### config.mk
export PLATFORM = sky130hd
export DESIGN_NAME = adc_spi_cfg_flat
export DESIGN_NICKNAME = d
export VERILOG_FILES = /design/src/rtl/adc_spi_cfg_if.sv /design/src/rtl/adc_spi_cfg.sv /design/src/flat_wrapper.sv
export SDC_FILE = /design/constraint.sdc
export NUM_CORES = 1
export LEC_CHECK = 0
export ABC_CLOCK_PERIOD_IN_PS = 2210
export CAP_MARGIN = 20
export CORE_MARGIN = 2
export CORE_UTILIZATION = 57
export DETAILED_ROUTE_END_ITERATION = 10
export PLACE_DENSITY = 0.8
export SYNTH_ARGS = -nofsm -noshare
export SYNTH_HDL_FRONTEND = slang
export SYNTH_SLANG_ARGS = --single-unit
### constraint.sdc
create_clock -name clk -period 2.21 [get_ports clk]
set_clock_uncertainty 0.05 [all_clocks]
set_input_delay 0.442 -clock clk [delete_from_list [all_inputs] [get_ports clk]]
set_output_delay 0.442 -clock clk [all_outputs]
set_load 0.01 [all_outputs]
### src/rtl/adc_spi_cfg_if.sv
// Readback handshake between a host and the ADC configuration sequencer.
// The host drives the request and address; the sequencer returns the byte and a valid strobe.
interface adc_spi_cfg_if;
    logic       rd_req;
    logic [7:0] rd_addr;
    logic [7:0] rd_data;
    logic       rd_valid;

    modport master (output rd_req, output rd_addr, input rd_data, input rd_valid);
    modport slave  (input rd_req, input rd_addr, output rd_data, output rd_valid);
endinterface

### src/rtl/adc_spi_cfg.sv
// ADC power-up sequencer: pulses the ADC reset, writes a {addr,data} table over SEN/SCLK/SDATA,
// then serves single-register readbacks.
module adc_spi_cfg #(
    parameter int unsigned             CLK_DIV     = 4,
    parameter int unsigned             NUM_REGS    = 4,
    parameter logic [NUM_REGS*16-1:0]  CFG_TABLE   = 64'h1234_5678_4280_0001,
    parameter int unsigned             RST_CYCLES  = 16,
    parameter int unsigned             WAIT_CYCLES = 64
) (
    input  logic              clk,
    input  logic              rst,
    input  logic              start,
    adc_spi_cfg_if.slave      rd_if,
    output logic              busy,
    output logic              cfg_done,
    output logic              adc_reset_out,
    output logic              adc_sen_out,
    output logic              adc_sclk_out,
    output logic              adc_sdata_out,
    input  logic              adc_sdout_in
);

    localparam int unsigned DivW   = $clog2(CLK_DIV);
    localparam int unsigned IdxW   = $clog2(NUM_REGS) + 1;
    localparam int unsigned CntMax = (RST_CYCLES > WAIT_CYCLES) ? RST_CYCLES : WAIT_CYCLES;
    localparam int unsigned CntW   = $clog2(CntMax) + 1;

    typedef enum logic [2:0] {
        StIdle, StRstPulse, StRstWait, StLoad, StShift, StGap, StDone
    } state_e;

    state_e            state_q, state_d;
    logic [CntW-1:0]   cnt_q, cnt_d;
    logic [DivW-1:0]   div_q, div_d;
    logic [5:0]        tcnt_q, tcnt_d;
    logic [1:0]        gap_q, gap_d;
    logic [IdxW-1:0]   idx_q, idx_d;
    logic              is_rd_q, is_rd_d;
    logic [7:0]        addr_q, addr_d;
    logic [15:0]       shreg_q, shreg_d;
    logic              sen_q, sen_d, sclk_q, sclk_d, sdata_q, sdata_d;
    logic [7:0]        rsh_q, rsh_d, rd_data_q, rd_data_d;
    logic              rd_valid_q, rd_valid_d;
    logic              tick;
    logic [15:0]       frame;

    always_comb begin
        state_d    = state_q;
        cnt_d      = cnt_q;
        tcnt_d     = tcnt_q;
        gap_d      = gap_q;
        idx_d      = idx_q;
        is_rd_d    = is_rd_q;
        addr_d     = addr_q;
        shreg_d    = shreg_q;
        sen_d      = sen_q;
        sclk_d     = sclk_q;
        sdata_d    = sdata_q;
        rsh_d      = rsh_q;
        rd_data_d  = rd_data_q;
        rd_valid_d = 1'b0;
        tick       = (div_q == DivW'(CLK_DIV - 1));
        div_d      = tick ? '0 : div_q + 1'b1;
        frame      = is_rd_q ? {addr_q, 8'h00} : CFG_TABLE[16*idx_q +: 16];

        unique case (state_q)
            StIdle: begin
                state_d = StRstPulse;
                cnt_d   = '0;
                idx_d   = '0;
                is_rd_d = 1'b0;
            end
            StRstPulse: begin
                cnt_d = cnt_q + 1'b1;
                if (cnt_q == CntW'(RST_CYCLES - 1)) begin
                    state_d = StRstWait;
                    cnt_d   = '0;
                end
            end
            StRstWait: begin
                cnt_d = cnt_q + 1'b1;
                if (cnt_q == CntW'(WAIT_CYCLES - 1)) begin
                    state_d = StLoad;
                    cnt_d   = '0;
                end
            end
            StLoad: begin
                shreg_d = frame;
                div_d   = '0;
                tcnt_d  = '0;
                gap_d   = '0;
                sen_d   = 1'b0;
                sclk_d  = 1'b0;
                sdata_d = frame[15];
                state_d = StShift;
            end
            StShift: begin
                if (tick) begin
                    tcnt_d = tcnt_q + 6'd1;
                    // Odd ticks (even count) raise SCLK; readback byte arrives on rises 9..16.
                    if (!tcnt_q[0]) begin
                        sclk_d = 1'b1;
                        if (is_rd_q && tcnt_q >= 6'd16) rsh_d = {rsh_q[6:0], adc_sdout_in};
                    end else begin
                        sclk_d  = 1'b0;
                        shreg_d = shreg_q << 1;
                        sdata_d = shreg_q[14];
                    end
                    if (tcnt_q == 6'd31) state_d = StGap;
                end
            end
            StGap: begin
                if (gap_q != 2'd0) sen_d = 1'b1;
                if (tick) begin
                    gap_d = gap_q + 2'd1;
                    if (gap_q == 2'd2) begin
                        if (is_rd_q) begin
                            state_d    = StDone;
                            rd_data_d  = rsh_q;
                            rd_valid_d = 1'b1;
                            is_rd_d    = 1'b0;
                        end else if (idx_q == IdxW'(NUM_REGS - 1)) begin
                            state_d = StDone;
                        end else begin
                            idx_d   = idx_q + 1'b1;
                            state_d = StLoad;
                        end
                    end
                end
            end
            StDone: begin
                if (start) begin
                    state_d = StRstPulse;
                    cnt_d   = '0;
                    idx_d   = '0;
                    is_rd_d = 1'b0;
                end else if (rd_if.rd_req) begin
                    state_d = StLoad;
                    is_rd_d = 1'b1;
                    addr_d  = rd_if.rd_addr;
                end
            end
            default: state_d = StIdle;
        endcase
    end

    always_ff @(posedge clk) begin
        if (rst) begin
            state_q    <= StIdle;
            cnt_q      <= '0;
            div_q      <= '0;
            tcnt_q     <= '0;
            gap_q      <= '0;
            idx_q      <= '0;
            is_rd_q    <= 1'b0;
            addr_q     <= '0;
            shreg_q    <= '0;
            sen_q      <= 1'b1;
            sclk_q     <= 1'b0;
            sdata_q    <= 1'b0;
            rsh_q      <= '0;
            rd_data_q  <= '0;
            rd_valid_q <= 1'b0;
        end else begin
            state_q    <= state_d;
            cnt_q      <= cnt_d;
            div_q      <= div_d;
            tcnt_q     <= tcnt_d;
            gap_q      <= gap_d;
            idx_q      <= idx_d;
            is_rd_q    <= is_rd_d;
            addr_q     <= addr_d;
            shreg_q    <= shreg_d;
            sen_q      <= sen_d;
            sclk_q     <= sclk_d;
            sdata_q    <= sdata_d;
            rsh_q      <= rsh_d;
            rd_data_q  <= rd_data_d;
            rd_valid_q <= rd_valid_d;
        end
    end

    assign busy           = (state_q != StIdle) && (state_q != StDone);
    assign cfg_done       = (state_q == StDone);
    assign adc_reset_out  = (state_q == StRstPulse);
    assign adc_sen_out    = sen_q;
    assign adc_sclk_out   = sclk_q;
    assign adc_sdata_out  = sdata_q;
    assign rd_if.rd_data  = rd_data_q;
    assign rd_if.rd_valid = rd_valid_q;

endmodule
### src/flat_wrapper.sv
// flat-port wrapper written by rule: the top's interface ports become plain ports
module adc_spi_cfg_flat 
#(
    parameter int unsigned             CLK_DIV     = 4,
    parameter int unsigned             NUM_REGS    = 4,
    parameter logic [NUM_REGS*16-1:0]  CFG_TABLE   = 64'h1234_5678_4280_0001,
    parameter int unsigned             RST_CYCLES  = 16,
    parameter int unsigned             WAIT_CYCLES = 64
)
  (clk, rst, start, busy, cfg_done, adc_reset_out, adc_sen_out, adc_sclk_out, adc_sdata_out, adc_sdout_in, rd_if_rd_req, rd_if_rd_addr, rd_if_rd_data, rd_if_rd_valid);
  adc_spi_cfg_if rd_if_i ();
  input  logic clk;
  input  logic rst;
  input  logic start;
  output logic busy;
  output logic cfg_done;
  output logic adc_reset_out;
  output logic adc_sen_out;
  output logic adc_sclk_out;
  output logic adc_sdata_out;
  input  logic adc_sdout_in;
  input wire logic [$bits(rd_if_i.rd_req)-1:0] rd_if_rd_req;
  input wire logic [$bits(rd_if_i.rd_addr)-1:0] rd_if_rd_addr;
  output wire logic [$bits(rd_if_i.rd_data)-1:0] rd_if_rd_data;
  output wire logic [$bits(rd_if_i.rd_valid)-1:0] rd_if_rd_valid;
  assign rd_if_i.rd_req = rd_if_rd_req;
  assign rd_if_i.rd_addr = rd_if_rd_addr;
  assign rd_if_rd_data = rd_if_i.rd_data;
  assign rd_if_rd_valid = rd_if_i.rd_valid;
  adc_spi_cfg #(.CLK_DIV(CLK_DIV), .NUM_REGS(NUM_REGS), .CFG_TABLE(CFG_TABLE), .RST_CYCLES(RST_CYCLES), .WAIT_CYCLES(WAIT_CYCLES)) u_core (.clk(clk), .rst(rst), .start(start), .rd_if(rd_if_i), .busy(busy), .cfg_done(cfg_done), .adc_reset_out(adc_reset_out), .adc_sen_out(adc_sen_out), .adc_sclk_out(adc_sclk_out), .adc_sdata_out(adc_sdata_out), .adc_sdout_in(adc_sdout_in));
endmodule
# After elaboration in Yosys (flattened, before gate mapping)
# Cells that the tools add are included.
# op_classes
shifts	1
n_reduce_logical	22
mux	43
n_addsub	5
bitwise	5
magnitude_cmp	1
n_eq_ne	25
# op_table
op	count
64-bit by 8-bit variable part select with 16-bit output (first input constant)	1
3-bit two-way mux	15
15-bit two-way mux	2
15-bit case mux with 2 select lines	1
7-bit case mux with 4 select lines	1
7-bit two-way mux	3
3-bit case mux with 7 select lines	1
16-bit two-way mux	1
2-bit by 1-bit inequality test with 1-bit output (second input constant)	8
6-bit case mux with 2 select lines	1
4-bit AND reduction	3
1-bit two-way mux	10
3-bit by 2-bit equality test with 1-bit output (second input constant)	3
3-bit equality test (second input constant)	3
3-bit case mux with 3 select lines	1
2-bit AND reduction	4
7-bit by 1-bit adder with 7-bit output (second input constant)	1
7-bit by 4-bit equality test with 1-bit output (second input constant)	1
7-bit by 6-bit equality test with 1-bit output (second input constant)	1
7-bit AND reduction	1
6-bit by 1-bit adder with 6-bit output (second input constant)	1
6-bit by 5-bit equality test with 1-bit output (second input constant)	1
6-bit by 5-bit greater-or-equal comparator with 1-bit output (second input constant)	1
6-bit two-way mux	1
21 further kinds	36
# word_totals
output_inout_bits	15
regBits	67
word_cells	117
in_bits	13

# Depth between registers and ports, before layout
# logic_depth
depth_word	6
depth_mapped	7
ltp_nobuf	7

# Worst setup path before layout
# No wires, ideal clock.
# synth_path
path_type	register to register
startpoint	register, netlist name u_core.adc_sclk_out
endpoint	register u_core.state_q[0]
n_path_buf	0
path_stages_with_launch	7
arrival_ps	1623
required_time_ps	2024
slack_ps	401
setup_time_ps	136
synth_period_minus_slack_ps	1809
cell_sequence	dfxtp_1 -> ha_1 -> nand4_1 -> o21ai_0 -> nand3_1 -> a2111oi_0 -> a211oi_1
# synth_lines
element	line	rtl
end signal: assignment	adc_spi_cfg.sv:149	state_q <= StIdle;
end signal: assignment	adc_spi_cfg.sv:165	state_q <= state_d;
end: declaration	adc_spi_cfg.sv:32	state_e state_q, state_d;

# Final worst setup path
# layout_path
startpoint	register u_core.state_q[2]
endpoint	output port cfg_done
# layout_between
elab_chain_len	1
# layout_lines
element	line	rtl
3-bit equality test	adc_spi_cfg.sv:184	assign cfg_done = (state_q == StDone);
end: declaration	flat_wrapper.sv:16	output logic cfg_done;
# Every way passes these cells.

==> out/summary.txt <==
Final ANT Viol Nets: 0
Synth unique cells: 54
Die footprint: 0.005992 sq mm
Total number of H-tree levels: 3
Critical path class: register to output port
Clock power frac: 28.3%
CTS tree: built
Vias in the first global route: 2395
Cell Rows: 26
Asr flop ratio synth: 0%
DP Worst Slack: 148.3 ps
Pint: 2281 uW
Post-Syn Nets: 380
Switching pwr: 1171 uW
CP Launch Type: register
Max cap viols: 0
Setup crit end kind: output port
Vias per cell: 5.691
Worst EP required: 1720 ps
CTS buffer count: 9
Boundary Pins: 28
Lkg Pwr: 0.001287 uW
Setup repair after global routing missed its margin: false
DR vias: 2635
Total grt overflow: 0
CP arrival: 1610 ps
Pin count of the biggest net entering global routing: 31
Final WL: 6512 um
Die width: 77.41 um
Sw Share: 33.91%
Fin. max-slew vios: 0
Worst Path Max Fanout: 16
Synth Area per Inst: 8.628 sq um
CP peak stage delay: 530 ps
Area Growth Syn to Fin: 19.47%
Inserted Diodes: 0
Hold_ws: 381.6 ps
Cell Area, Placed: 0.003451 sq mm
PwrDens: 940.6 mW/mm^2
First-iteration detailed-routing DRC count: 183
Post-Syn Instances: 356
Core Footprint: 0.005140 sq mm
Post-Route Setup TNS: 0 ps
Hold Violations, Final: 0
Clock slew at reported path FFs: 70 ps
Slew @ Worst Pin: 542.9 ps
Comb power frac: 29.9%
Top_reg_cell synth: dfxtp_1
Crit-path cells: nand3b_1, inv_1, clkdlybuf4s50_1
Starting Density: 59.76%
Outcome: completed
Worst setup margin: 110.3 ps
Post-route DRC: 0
Port buffer count: 27
Number of synthesized flops with an enable pin: 0
Flop pwr share: 41.8%
Worst-case clock buffer depth: 2
VDD IR max: 481.9 uV
Clock sink total: 66
Final Cycle Share: 95.01%
# setup viols final: 0
Initial antenna violation count: 0
Seq/Total Area, Yosys: 43.01%
Die height: 77.41 um
Register bit total from synthesis: 66
Fillers: 387
Root Buffer: clkbuf_8
Clock Latency Late Sink: 340 ps
GPL Wtd Cong: 0.8247
Slowest CP cell: clkdlybuf4s50_1
Hold_buf cts: 0
Layout Nets: 413
Tot Pwr: 3452 uW
Hold Crit Class: register to register
Share of cells above drive strength 1: 12.72%
Routed len/inst: 14.06 um
Finished layout cell area: 0.003670 sq mm
Min Tclk post-route: 2100 ps
First-pass GRT wire length: 10940 um
DP HPWL: 4533 um
DRT Pass-1 Iters: 4
Total Routing Usage GR: 22.49%
Max_slew headroom: 63.76%
Mapped Area: 0.003072 sq mm
Fmax: 476.3 MHz
Yosys warns: 0
cell families after synthesis:
| kind of cell | count (synthesis) | synth area share (%) |
|---|---|---|
| and+or+nand+nor | 148 | 23.38 |
| muxes | 18 | 5.906 |
| AOI/OAI and AO/OA | 75 | 17.11 |
| buffers and inverters | 32 | 4.399 |
| DFF | 66 | 43.01 |
| adders and majority gates | 11 | 4.481 |
| xor gates and xnor gates | 6 | 1.711 |
power groups by stage:
stage               combinational (uW)  clock [uW]  sequential [uW]
CTS                                981         988             1440
finish                            1030         977             1440
detailed placement                 980           0             1460
global placement                   960           0             1460
global route                      1130        1040             1470
floorplan                          751           0             1390
registers in the layout, summed over array words and instances (netlist names):
| register | flops |
|---|---|
| u_core.div_q | 2 |
| u_core.rd_if.rd_data | 8 |
| u_core.adc_sdata_out | 1 |
| u_core.tcnt_q | 5 |
| u_core.adc_sen_out | 1 |
| u_core.addr_q | 8 |
| u_core.state_q | 3 |
| u_core.adc_sclk_out | 1 |
| u_core.shreg_q | 15 |
| u_core.is_rd_q | 1 |
| u_core.rd_if.rd_valid | 1 |
| u_core.gap_q | 2 |
| u_core.cnt_q | 7 |
| u_core.idx_q | 3 |
| u_core.rsh_q | 8 |
synth_stat cells, types with 4 or more instances:
master,n,area [sq um]
a21oi_1,24,120.1
a311oi_1,5,43.79
a31oi_1,4,25.02
buf_2,6,30.03
clkbuf_1,13,48.80
dfxtp_1,66,1321
ha_1,11,137.6
inv_1,11,41.29
mux2i_1,17,170.2
nand2_1,41,153.9
nand3_1,23,115.1
nor2_1,46,172.7
nor3_1,11,55.05
o211ai_1,4,30.03
o21ai_0,11,55.05
xor2_1,4,35.03
cell usage in the layout (no fill, tap or decap), types with 3 or more instances in the layout:
cell,count
nand4_1,3
o211ai_1,4
nor2_1,46
mux2i_1,17
nand3b_1,3
clkdlybuf4s50_1,25
o21ai_0,11
clkbuf_8,10
ha_1,11
dfxtp_1,63
a311oi_1,5
a21oi_1,24
a31oi_1,4
xor2_1,4
inv_1,11
nor3_1,10
a31o_2,3
a22oi_1,3
nand3_1,23
nor2b_1,3
buf_4,16
dfxtp_2,3
nand2_1,41
a211oi_1,3
metal layers:
| layer | track usage, % | share of wire [%] |
|---|---|---|
| met3 | 4.767 | 5.7 |
| met2 | 35.65 | 46 |
| met5 | 0 | 0 |
| met4 | 9.107 | 1.7 |
| met1 | 29.97 | 46 |
path summary, 6_finish.rpt:
kind | slack [ps] | startpoint | end | cells after the start
setup / recovery | 110 | u_core.state_q[2] | cfg_done | 3
hold / removal | 380 | u_core.div_q[0] | u_core.div_q[0] | 1
setup reg to reg | 190 | u_core.cnt_q[0] | u_core.state_q[0] | 6
hold reg to reg | 380 | u_core.div_q[0] | u_core.div_q[0] | 1
critical path: cells and delay by family, from the launching register on:
kind	cells	cell delay (ps)
flops	1	500
simple gates	1	150
buf+inv	2	610
per-stage QoR:
stage,cells,utilization (%)
after floorplan,356,-
after global placement,448,67.14
after detailed placement,448,67.14
after CTS,463,70.79
after global routing,463,71.40
final,463,71.40
cell type report:
cell class	count	area, sq um	share of cell area, %
Clock buffer	12	145.1	3.955
Clock inverter	3	40.04	1.091
Inverter	11	41.29	1.125
Multi-Input combinational cell	258	1647	44.87
Sequential cell	66	1325	36.11
Tap cell	70	87.58	2.387
Timing Repair Buffer	43	384.1	10.47
what timing repair did:
action / in CTS / in global routing
setup endpoints to repair: 3 / 1
buffers inserted: 0 / 0
gates resized for setup: 4 / 5
Note: power is estimated with default switching activity, not from simulation.
